==> config.mk <==
export PLATFORM = sky130hd
export DESIGN_NAME = accum_counter
export DESIGN_NICKNAME = d
export VERILOG_FILES = /design/src/rtl/accum_counter_pkg.sv /design/src/rtl/accum_counter_alu.sv /design/src/rtl/accum_counter.sv
export SDC_FILE = /design/constraint.sdc
export NUM_CORES = 1
export LEC_CHECK = 0
export CAP_MARGIN = 20
export CORE_UTILIZATION = 45
export DETAILED_ROUTE_END_ITERATION = 10
export GPL_ROUTABILITY_DRIVEN = 0
export HOLD_SLACK_MARGIN = 0.02
export PLACE_DENSITY_LB_ADDON = 0.12
export REMOVE_ABC_BUFFERS = 1
export SYNTH_ARGS = -nofsm -noshare
export SYNTH_HDL_FRONTEND = slang
export SYNTH_SLANG_ARGS = --single-unit
==> constraint.sdc <==
create_clock -name clk -period 2.26 [get_ports clk]
set_input_delay 0.452 -clock clk [delete_from_list [all_inputs] [get_ports clk]]
set_output_delay 0.452 -clock clk [all_outputs]
set_load 0.1 [all_outputs]
==> src/rtl/accum_counter_pkg.sv <==
// accum_counter_pkg
//   Shared definitions for the accumulating counter.
//   - MODE_W : width of the operation select
//   - mode_e : operation applied on an enabled cycle
package accum_counter_pkg;

    localparam int MODE_W = 2;

    typedef enum logic [MODE_W-1:0] {
        MODE_HOLD = 2'b00,
        MODE_ADD  = 2'b01,
        MODE_SUB  = 2'b10,
        MODE_LOAD = 2'b11
    } mode_e;

endpackage

==> src/rtl/accum_counter_alu.sv <==
// accum_counter_alu
//   Purely combinational next-state unit for accum_counter.
//   The step is expected to be already clamped to MAX_VAL, so at most
//   one wrap correction is ever needed.
//   Ports:
//     i_count  in  WIDTH   current count
//     i_step   in  WIDTH   clamped step / load value
//     i_mode   in  MODE_W  operation (mode_e encoding)
//     o_next   out WIDTH   next count
//     o_ovf    out 1       ADD crossed the ceiling
//     o_unf    out 1       SUB went below zero
module accum_counter_alu
    import accum_counter_pkg::*;
#(
    parameter int WIDTH    = 8,
    parameter int MAX_VAL  = 2**WIDTH-1,
    parameter int SATURATE = 0
) (
    input  logic [WIDTH-1:0]  i_count,
    input  logic [WIDTH-1:0]  i_step,
    input  logic [MODE_W-1:0] i_mode,
    output logic [WIDTH-1:0]  o_next,
    output logic              o_ovf,
    output logic              o_unf
);

    localparam logic [WIDTH:0]   MAX_EXT = (WIDTH+1)'(MAX_VAL);
    localparam logic [WIDTH-1:0] MAX_W   = WIDTH'(MAX_VAL);
    // MAX_VAL+1 reduced modulo 2**WIDTH; it is 0 for a full-range ceiling,
    // which makes the wrap arithmetic below the plain modular result.
    localparam logic [WIDTH-1:0] RANGE_W = WIDTH'(MAX_VAL + 1);

    logic [WIDTH:0]   w_sum;
    logic [WIDTH-1:0] w_add_wrap;
    logic [WIDTH-1:0] w_sub_wrap;

    // The true wrapped results always lie in 0..MAX_VAL, so computing them
    // modulo 2**WIDTH loses nothing.
    assign w_sum      = {1'b0, i_count} + {1'b0, i_step};
    assign w_add_wrap = i_count + i_step - RANGE_W;
    assign w_sub_wrap = i_count + RANGE_W - i_step;

    always_comb begin
        o_next = i_count;
        o_ovf  = 1'b0;
        o_unf  = 1'b0;
        case (mode_e'(i_mode))
            MODE_ADD: begin
                if (w_sum > MAX_EXT) begin
                    o_ovf  = 1'b1;
                    o_next = (SATURATE != 0) ? MAX_W : w_add_wrap;
                end else begin
                    o_next = w_sum[WIDTH-1:0];
                end
            end
            MODE_SUB: begin
                if (i_step > i_count) begin
                    o_unf  = 1'b1;
                    o_next = (SATURATE != 0) ? '0 : w_sub_wrap;
                end else begin
                    o_next = i_count - i_step;
                end
            end
            MODE_LOAD: begin
                o_next = i_step;
            end
            default: begin
                o_next = i_count;
            end
        endcase
    end

endmodule

==> src/rtl/accum_counter.sv <==
// accum_counter
//   WIDTH-bit accumulating counter bounded by MAX_VAL that adds, subtracts
//   or loads a step each enabled cycle, wrapping or saturating at the
//   bounds, with overflow/underflow pulses and sticky flags.
//   There is no handshake: an operation is accepted on every rising edge
//   and its result is visible on the outputs right after that edge.
//   Ports:
//     clk         in  1      rising-edge clock
//     reset_n     in  1      asynchronous active-low reset
//     clear       in  1      synchronous clear of count and sticky flags
//     enable      in  1      qualifies mode; low means hold
//     mode        in  2      00 HOLD, 01 ADD, 10 SUB, 11 LOAD
//     count_in    in  WIDTH  step or load value
//     count_out   out WIDTH  registered count
//     ovf_pulse   out 1      one-cycle overflow pulse
//     unf_pulse   out 1      one-cycle underflow pulse
//     ovf_sticky  out 1      overflow seen since last clear/reset
//     unf_sticky  out 1      underflow seen since last clear/reset
//     at_max      out 1      count_out == MAX_VAL
//     at_zero     out 1      count_out == 0
module accum_counter
    import accum_counter_pkg::*;
#(
    parameter int WIDTH    = 8,
    parameter int MAX_VAL  = 2**WIDTH-1,
    parameter int SATURATE = 0
) (
    input  logic             clk,
    input  logic             reset_n,
    input  logic             clear,
    input  logic             enable,
    input  logic [1:0]       mode,
    input  logic [WIDTH-1:0] count_in,
    output logic [WIDTH-1:0] count_out,
    output logic             ovf_pulse,
    output logic             unf_pulse,
    output logic             ovf_sticky,
    output logic             unf_sticky,
    output logic             at_max,
    output logic             at_zero
);

    localparam logic [WIDTH-1:0] MAX_W = WIDTH'(MAX_VAL);

    logic [WIDTH-1:0]  r_count;
    logic              r_ovf_pulse;
    logic              r_unf_pulse;
    logic              r_ovf_sticky;
    logic              r_unf_sticky;

    logic [WIDTH-1:0]  w_step;
    logic [MODE_W-1:0] w_mode;
    logic [WIDTH-1:0]  w_next;
    logic              w_ovf;
    logic              w_unf;

    // Step is clamped to the ceiling before any mode uses it.
    assign w_step = (count_in > MAX_W) ? MAX_W : count_in;
    // A disabled cycle is presented to the ALU as HOLD, so it can never
    // produce an event.
    assign w_mode = enable ? mode : MODE_HOLD;

    accum_counter_alu #(
        .WIDTH    (WIDTH),
        .MAX_VAL  (MAX_VAL),
        .SATURATE (SATURATE)
    ) u_alu (
        .i_count (r_count),
        .i_step  (w_step),
        .i_mode  (w_mode),
        .o_next  (w_next),
        .o_ovf   (w_ovf),
        .o_unf   (w_unf)
    );

    always_ff @(posedge clk or negedge reset_n) begin
        if (!reset_n) begin
            r_count      <= '0;
            r_ovf_pulse  <= 1'b0;
            r_unf_pulse  <= 1'b0;
            r_ovf_sticky <= 1'b0;
            r_unf_sticky <= 1'b0;
        end else if (clear) begin
            // Clear outranks any event in the same cycle.
            r_count      <= '0;
            r_ovf_pulse  <= 1'b0;
            r_unf_pulse  <= 1'b0;
            r_ovf_sticky <= 1'b0;
            r_unf_sticky <= 1'b0;
        end else begin
            r_count      <= w_next;
            r_ovf_pulse  <= w_ovf;
            r_unf_pulse  <= w_unf;
            r_ovf_sticky <= r_ovf_sticky | w_ovf;
            r_unf_sticky <= r_unf_sticky | w_unf;
        end
    end

    assign count_out  = r_count;
    assign ovf_pulse  = r_ovf_pulse;
    assign unf_pulse  = r_unf_pulse;
    assign ovf_sticky = r_ovf_sticky;
    assign unf_sticky = r_unf_sticky;
    assign at_max     = (r_count == MAX_W);
    assign at_zero    = (r_count == '0);

endmodule
==> results of run 1 <==
cell type report:
cell class | count | share of cell area
repair buffers | 64 | 0.268
inverters | 13 | 0.0243
well taps | 31 | 0.0193
multi-input cells | 132 | 0.520
clock buffers | 4 | 0.0181
flip-flops and latches | 12 | 0.150
worst max-delay path by stage:
stage | slack, ns | depth (start not counted) | to
2_1_floorplan | -0.90 | 2 | at_zero
3_3_place_gp | -0.52 | 10 | count_out[6]
3_5_place_dp | -0.69 | 10 | count_out[6]
4_1_cts | -0.07 | 10 | count_out[6]
5_1_grt | -0.05 | 10 | count_out[6]
6_report | -0.004 | 10 | count_out[6]
flip-flops by register name (all words and copies together) (netlist names):
register and count:
count_out 8, ovf_pulse 1, ovf_sticky 1, unf_pulse 1
unf_sticky 1
cell families after synthesis:
| kind of cell | synth area share |
|---|---|
| xor+xnor | 0.0263 |
| buf+inv | 0.0629 |
| simple gates | 0.205 |
| compound gates | 0.278 |
| flops | 0.225 |
| mux | 0.0235 |
| fa+ha+maj | 0.180 |
Yosys cell counts, drive strengths merged (4+ instances only):
master	number
a21oi	17
nor2	17
ha	16
inv	13
dfrtp	12
o21ai	10
nand2	7
a22o	6
a211oi	5
buf	5
nand2b	5
nor3	4
o21a	4
or4	4
metrics by stage:
stage / TNS, ns / instances
floorplan: -3.58 / 157
global route: -0.0587 / 256
global placement: -3.49 / 249
CTS: -0.110 / 255
detailed placement: -4.02 / 249
finish: -0.00420 / 256
timing repair:
action	4_1_cts	5_1_grt
pin swaps	6	11
gates resized for setup	16	13
hold endpoints to repair	0	0
endpoints found under the setup margin	9	8
buffers inserted	2	1
where the power goes:
part	switching (mW)	total [mW]	internal, mW
Clock	0.0861	0.184	0.0982
Combinational	0.392	0.678	0.287
Sequential	0.0228	0.253	0.231
Total	0.501	1.12	0.615
per-layer routing:
metal / routed length [um] / vias to the layer above / track usage / share of wire
met1: 1630 / 712 / 0.311 / 0.39
met2: 2230 / 56 / 0.516 / 0.53
li1: - / 718 / - / -
met3: 211 / 23 / 0.0530 / 0.050
met5: 0 / - / 0 / 0
met4: 167 / 0 / 0.150 / 0.039
==> out/results.ini, run 1 <==
[status]
status = finished, violations left
violations = setup timing

[finish]
drive_above_1_share = 0.364
areaGrowthSynthToFinish_pct = 50.7
fin_area_sq_um = 2010
final_nets = 258
antennaDiodeCount = 0
fin_util = 0.722
multi_input_area_sq_um = 1040
final_cell_mix = 49 x buf_4, 15 x nor2_1, 14 x a21oi_1, 12 x ha_1
seq_area_sq_um = 302
fillers = 237
final_common_cell = buf_4

[global_routing]
grt_first_pass_wirelength_um = 6960
grt_max_degree = 13
track_usage = 0.285
grt_pass1_vias = 1575
antenna_found_initial = 0
gr-total-overflow = 0

[placement]
port_buffers = 27
pre_cts_slack_ns = -0.686
hpwl_um = 3290
place_area_sq_um = 1850

[clock_tree]
clk_latency_ns = 0.29
clockBufferDepth = 2
cts_made_buffers = 3
holdBufCountCts = 0
cts.htree.levels = 1
root_buffer = clkbuf_4
clk_pin_slew_ns = 0.09
clock_sinks = 12
cts_tree = yes

[die]
ioPinCount = 28
core-area_sq_um = 2780
die_width_um = 56.4
num_rows = 19
die_area_sq_um = 3190
initial_core_util = 0.480
die_h_um = 56.4

[routing]
remaining_drc_errors = 0
num_vias = 1509
drt-wirelength-per-cell_um = 16.6
wl_um = 4240
drtIter0Drc = 40
drt_pass1_iterations = 4
vias_per_cell = 5.89
antenna_left = 0

[hold_path]
holdPathEnd = ovf_sticky
hp-start = ovf_sticky
hold_class = flip-flop to flip-flop
holdPathStages = 1

[yosys]
synth.area.top_cells = dfrtp_1 23%, ha_1 15%, a21oi_1 6.4%, nor2_1 4.8%, a22o_1 3.9%
yosysTopAreaCellShare = 0.225
synthCells = 163
syn_area_per_cell_sq_um = 8.18
synth.cell_area_sq_um = 1330
synth-seq-area-share = 0.225
synthArstFlopShare = 1.00
ys_types = 43
yosysWarnings = 0
ys_ff_latch = 12
synthFlopType = dfrtp_1
synth_edf_count = 0
synth_area_leader_cell = dfrtp_1

[setup_path]
regToRegSetupSlack_ns = 0.02
start_kind = primary input
critPathMaxStageDelay_ns = 0.43
crit_type = primary input to flip-flop
crit_path_end_kind = flip-flop
required_ns = 2.45
crit_family = compound AO/OA/AOI/OAI gates
crit_arrival_ns = 2.45
reg2reg_depth = 10
critPathLaunch = count_in[0]
r2r_start = count_out[0]
rr_endpoint = count_out[6]
crit_chain = dlygate4sd2_1, ha_4, inv_2, fa_2, a211oi_2, nor2_2, or4_4, a21oi_2, nor2_1, a22o_1
critPathMaxFanout = 3
crit_buf_inv = 2
worst_path_max_delay_cell = or4_4

[timing]
final-hold-violation-count = 0
max_freq_mhz = 442
fin_worst_skew_ns = 0.00361
setup_viol = 1
relSlewSlack = 0.599
min_period_over_period = 1.00
slew_violations = 0
worst_pin_slew_ns = 0.600
hold_slack_ns = 0.485
rsz0062_at_grt = true
fin_crit_ns = 2.26
postLayoutSetupSlackWorst_ns = -0.00420

[power_and_ir_drop]
ir_drop_uv = 640
power_leakage_nw = 0.978
power_mw = 1.12
powerDensity_nw_per_um2 = 555

[job]
cap_viol_max_count = 0

(Power assumes the default switching activity.)
==> run 2, diff against run 1 <==
ABC_CLOCK_PERIOD_IN_PS = 2260   (was unset)
MAX_ROUTING_LAYER = met4   (was unset)
==> run 2 against run 1 <==
- critical path type unchanged
- combinational power hardly changed
- the flow still finishes with violations (setup timing)
- cell count stayed put
- highest routed layer unchanged
- clock skew rose by 0.0053 ns
- largest cell class unchanged
- largest power group unchanged
==> out/results.ini, run 2 (synthesized netlist as in run 1, its figures left out) <==
[status]
status = finished, violations left
violations = setup timing

[timing]
fin_worst_skew_ns = 0.00894  ; +0.00533 ns
max_freq_mhz = 442  ; about the same
relSlewSlack = 0.596  ; -0.00344
worst_pin_slew_ns = 0.605  ; +0.00514 ns
fin_crit_ns = 2.26  ; +0.000104 ns
min_period_over_period = 1.00  ; about the same
final-hold-violation-count = 0  ; unchanged
rsz0062_at_grt = true
postLayoutSetupSlackWorst_ns = -0.00431  ; -0.000104 ns
setup_viol = 1  ; unchanged
slew_violations = 0  ; unchanged

[routing]
vias_per_cell = 5.93  ; +0.60%
drt_pass1_iterations = 4  ; unchanged
antenna_left = 0  ; unchanged
drt-wirelength-per-cell_um = 16.5  ; -0.19%
num_vias = 1518  ; +0.60%
wl_um = 4230  ; -0.19%
drtIter0Drc = 44  ; +10%
remaining_drc_errors = 0  ; unchanged

[setup_path]
critPathMaxFanout = 3  ; unchanged
crit_type = primary input to flip-flop
regToRegSetupSlack_ns = 0.01  ; about the same
r2r_start = count_out[0]
rr_endpoint = count_out[6]
reg2reg_depth = 10  ; unchanged
crit_path_end_kind = flip-flop
required_ns = 2.45  ; about the same
start_kind = primary input
crit_arrival_ns = 2.46  ; about the same

[clock_tree]
clk_pin_slew_ns = 0.09  ; about the same
root_buffer = clkbuf_4
cts.htree.levels = 1  ; unchanged
clk_latency_ns = 0.29  ; about the same
cts_tree = yes
clock_sinks = 12  ; unchanged
clockBufferDepth = 2  ; unchanged
holdBufCountCts = 0  ; unchanged
cts_made_buffers = 3  ; unchanged

[finish]
final_cell_mix = 49 x buf_4, 15 x nor2_1, 14 x a21oi_1, 12 x ha_1
largest_reg_flops = 8  ; unchanged
seq_area_sq_um = 302  ; unchanged
multi_input_area_sq_um = 1040  ; unchanged
fin_area_sq_um = 2010  ; unchanged
drive_above_1_share = 0.364  ; unchanged
fillers = 237  ; unchanged
final_nets = 258  ; unchanged
areaGrowthSynthToFinish_pct = 50.7  ; unchanged
final_common_cell = buf_4
fin_util = 0.722  ; unchanged
antennaDiodeCount = 0  ; unchanged

[power_and_ir_drop]
power_leakage_nw = 0.978  ; unchanged
pwr-share-seq = 0.226  ; about the same
clkPwrFrac = 0.168  ; +0.003
p_sw_frac = 0.451  ; +0.00201
comb_power_share = 0.606  ; -0.002
p_switching_mw = 0.505  ; +0.81%
powerDensity_nw_per_um2 = 557  ; +0.36%
cellInternalPower_mw = 0.615  ; about the same
ir_drop_uv = 640  ; about the same

[die]
die_h_um = 56.4  ; unchanged
num_rows = 19  ; unchanged
die_area_sq_um = 3190  ; unchanged
die_width_um = 56.4  ; unchanged
ioPinCount = 28  ; unchanged
core-area_sq_um = 2780  ; unchanged
initial_core_util = 0.480  ; unchanged

[placement]
place_area_sq_um = 1850  ; unchanged
hpwl_um = 3290  ; unchanged
port_buffers = 27  ; unchanged

[hold_path]
holdPathEnd = ovf_sticky
hold_class = flip-flop to flip-flop
hp-start = ovf_sticky
holdPathStages = 1  ; unchanged

[global_routing]
antenna_found_initial = 0  ; unchanged
grt_pass1_vias = 1567  ; -0.51%
grt_first_pass_wirelength_um = 6980  ; +0.19%
track_usage = 0.294  ; +0.00896
grt_max_degree = 13  ; unchanged
gr-total-overflow = 0  ; unchanged

[job]
cap_viol_max_count = 0  ; unchanged

-- run 2: through the flow --
step                      cells  setup TNS, ns  power [mW]  hold WS, ns  worst slack, ns
after global placement      249          -3.49       0.857        0.463           -0.519
final                       256       -0.00431        1.12        0.485         -0.00431
after detailed placement    249          -4.02       0.873        0.470           -0.686
after CTS                   255         -0.110        1.09        0.490          -0.0724
after floorplan             157          -3.58       0.640        0.156           -0.903
after global routing        256        -0.0583        1.17        0.516          -0.0498
-- run 2: power by group through the flow --
| stage | sequential [mW] | clock (mW) | combinational (mW) |
|---|---|---|---|
| floorplan | 0.371 | 0 | 0.269 |
| global placement | 0.254 | 0 | 0.603 |
| detailed placement | 0.255 | 0 | 0.618 |
| CTS | 0.251 | 0.186 | 0.655 |
| global route | 0.257 | 0.196 | 0.720 |
| finish | 0.253 | 0.188 | 0.678 |
-- run 2: worst max-delay path by stage --
stage | from | end | slack [ns] | cells past startpoint
5_1_grt | count_out[0] | count_out[6] | -0.05 | 10
6_report | count_in[0] | count_out[6] | -0.004 | 10
4_1_cts | count_out[0] | count_out[6] | -0.07 | 10
3_5_place_dp | count_in[0] | count_out[6] | -0.69 | 10
2_1_floorplan | count_out[1] | at_zero | -0.90 | 2
3_3_place_gp | count_in[0] | count_out[6] | -0.52 | 10
-- run 2: worst max-delay path, stage by stage --
cell           delay [ns]
dlygate4sd2_1        0.30
ha_4                 0.17
inv_2                0.03
fa_2                 0.34
a211oi_2             0.26
nor2_2               0.07
or4_4                0.43
a21oi_2              0.16
nor2_1               0.06
a22o_1               0.17
-- run 2: cell type report --
type,instances,area share
clock buffers,4,0.0181
inverters,13,0.0243
multi-input cells,132,0.520
repair buffers,64,0.268
well taps,31,0.0193
flip-flops and latches,12,0.150
-- run 2: timing repair --
action | CTS | global route
endpoints found under the hold margin | 0 | 0
buffers inserted | 2 | 1
endpoints found under the setup margin | 9 | 8
pin swaps | 6 | 11
resized for setup | 16 | 13
-- run 2: layer usage --
layer  routed length, um  vias up  share of wire  GRT usage
met1                1620      718           0.38      0.315
met4                 139        0          0.033      0.150
li1                    -      719              -          -
met3                 213       16          0.050     0.0530
met2                2260       65           0.53      0.514
met5                   0        -              0          -
==> run 3, diff against run 2 <==
SKIP_CTS_REPAIR_TIMING = 1   (was unset)
==> run 3 against run 2 <==
- sequential share of layout area decreased by 0.12 points
- register-to-register slack got worse by 0.09 ns
- clock-buffer cell count unchanged
- non-clock buffer count unchanged
- cell area increased by 0.81%
- worst hold slack about the same
- clock power about the same
- the run still ends with setup timing left
- largest cell class unchanged
- critical endpoint unchanged
- via count decreased by 1.2%
- largest power group unchanged
- flip-flop and latch count unchanged
- clock skew decreased by 0.00070 ns
==> out/results.ini, run 3 (synthesized netlist as in run 1, its figures left out) <==
[status]
status = finished, violations left
violations = setup timing

[setup_path]
crit_chain = inv_2, ha_4, inv_2, fa_2, a211oi_2, nor2_2, or4_4, a21oi_2, nor2_1, a22o_1
crit_arrival_ns = 2.54  ; +0.08 ns
crit_path_end_kind = flip-flop
required_ns = 2.46  ; about the same
critPathMaxFanout = 3  ; unchanged
critPathMaxStageDelay_ns = 0.43  ; about the same
cp_common_cell = inv_2
worst_path_max_delay_cell = or4_4
crit_type = flip-flop to flip-flop
start_kind = flip-flop

[timing]
min_period_over_period = 1.04  ; +0.0334
worst_pin_slew_ns = 0.585  ; -0.0200 ns
rsz0062_at_grt = true
final-hold-violation-count = 0  ; unchanged
slew_violations = 0  ; unchanged
max_freq_mhz = 427  ; -3.2%
setup_viol = 4  ; +3
relSlewSlack = 0.609  ; +0.0134
postLayoutSetupSlackWorst_ns = -0.0798  ; -0.0755 ns
fin_worst_skew_ns = 0.00824  ; -0.000702 ns
fin_crit_ns = 2.34  ; +0.0755 ns

[routing]
antenna_left = 0  ; unchanged
drt_pass1_iterations = 4  ; unchanged
remaining_drc_errors = 0  ; unchanged
wl_um = 4200  ; -0.69%
num_vias = 1500  ; -1.2%
drtIter0Drc = 74  ; +68%
drt-wirelength-per-cell_um = 16.4  ; -0.69%
vias_per_cell = 5.86  ; -1.2%

[hold_path]
hold_class = flip-flop to flip-flop

[power_and_ir_drop]
clkPwrFrac = 0.168  ; about the same
comb_power_share = 0.608  ; +0.002
p_switching_mw = 0.510  ; +1.1%
pwr-share-seq = 0.224  ; -0.002
powerDensity_nw_per_um2 = 556  ; -0.22%
cellInternalPower_mw = 0.616  ; +0.19%
ir_drop_uv = 583  ; -8.9%
power_leakage_nw = 0.992  ; +1.4%
p_sw_frac = 0.453  ; +0.00219

[global_routing]
antenna_found_initial = 0  ; unchanged
grt_pass1_vias = 1509  ; -3.7%
gr-total-overflow = 0  ; unchanged
track_usage = 0.286  ; -0.00749
grt_first_pass_wirelength_um = 6800  ; -2.5%
grt_max_degree = 13  ; unchanged

[clock_tree]
clock_sinks = 12  ; unchanged
cts_made_buffers = 3  ; unchanged
clk_pin_slew_ns = 0.09  ; about the same
cts.htree.levels = 1  ; unchanged
clockBufferDepth = 2  ; unchanged
cts_tree = yes
root_buffer = clkbuf_4
clk_latency_ns = 0.30  ; about the same

[placement]
hpwl_um = 3290  ; unchanged
pre_cts_slack_ns = -0.686  ; unchanged
port_buffers = 27  ; unchanged
dp.cells = 249  ; unchanged

[finish]
areaGrowthSynthToFinish_pct = 51.9
fin_util = 0.728  ; +0.00585
final_cell_mix = 49 x buf_4, 15 x nor2_1, 14 x ha_1, 13 x a21oi_1
fillers = 241  ; +1.7%
antennaDiodeCount = 0  ; unchanged
layout.cells.non_filler = 256  ; unchanged
final_nets = 258  ; unchanged
largest_reg_flops = 8  ; unchanged
final_common_cell = buf_4
drive_above_1_share = 0.373  ; +0.00889

[die]
die_width_um = 56.4  ; unchanged
initial_core_util = 0.480  ; unchanged
core-area_sq_um = 2780  ; unchanged
die_area_sq_um = 3190  ; unchanged
num_rows = 19  ; unchanged
die_h_um = 56.4  ; unchanged
ioPinCount = 28  ; unchanged

[job]
cap_viol_max_count = 0  ; unchanged

## run 3: power by group through the flow
stage               Clock, mW  Sequential (mW)  Combinational (mW)
finish                  0.189            0.253               0.684
floorplan                   0            0.371               0.269
global route            0.199            0.256               0.728
CTS                     0.186            0.251               0.620
detailed placement          0            0.255               0.618
global placement            0            0.254               0.603
## run 3: worst max-delay path, delay by kind of cell, from the launching register on
family / cells / cell delay, ns
fa+ha+maj: 2 / 0.55
flops: 1 / 0.42
simple gates: 3 / 0.56
buf+inv: 2 / 0.13
compound gates: 3 / 0.59
## run 3: area by class of cell
class                      instances  area, sq um  area share
tap                               31         38.8      0.0191
timing repair buffer              64          543       0.268
multi-input combinational        132         1060       0.522
inverter                          13         48.8      0.0241
sequential                        12          302       0.149
clock buffer                       4         36.3      0.0179
## run 3: per-stage QoR
step | hold slack (ns) | instance area [sq um] | power [mW] | setup TNS [ns]
6_report | 0.485 | 2030 | 1.13 | -0.114
3_5_place_dp | 0.470 | 1850 | 0.873 | -4.02
5_1_grt | 0.516 | 2030 | 1.18 | -0.330
3_3_place_gp | 0.463 | 1850 | 0.857 | -3.49
2_1_floorplan | 0.156 | 1300 | 0.640 | -3.58
4_1_cts | 0.490 | 1890 | 1.06 | -1.59
## run 3: path summary, 6_finish.rpt
| path | start | end | slack, ns | depth (start not counted) |
|---|---|---|---|---|
| min | ovf_sticky | ovf_sticky | 0.48 | 1 |
| max reg2reg | count_out[0] | count_out[6] | -0.08 | 10 |
| min in group asynchronous | reset_n | count_out[2] | 0.52 | 1 |
| min reg2reg | ovf_sticky | ovf_sticky | 0.48 | 1 |
| max in group asynchronous | reset_n | count_out[1] | 1.33 | 1 |
| max | count_out[0] | count_out[6] | -0.08 | 10 |
## run 3: metal layers
layer / track usage / wire length (um)
met3: 0.0507 / 174
met4: 0.136 / 119
met1: 0.315 / 1680
met5: - / 0
met2: 0.497 / 2230
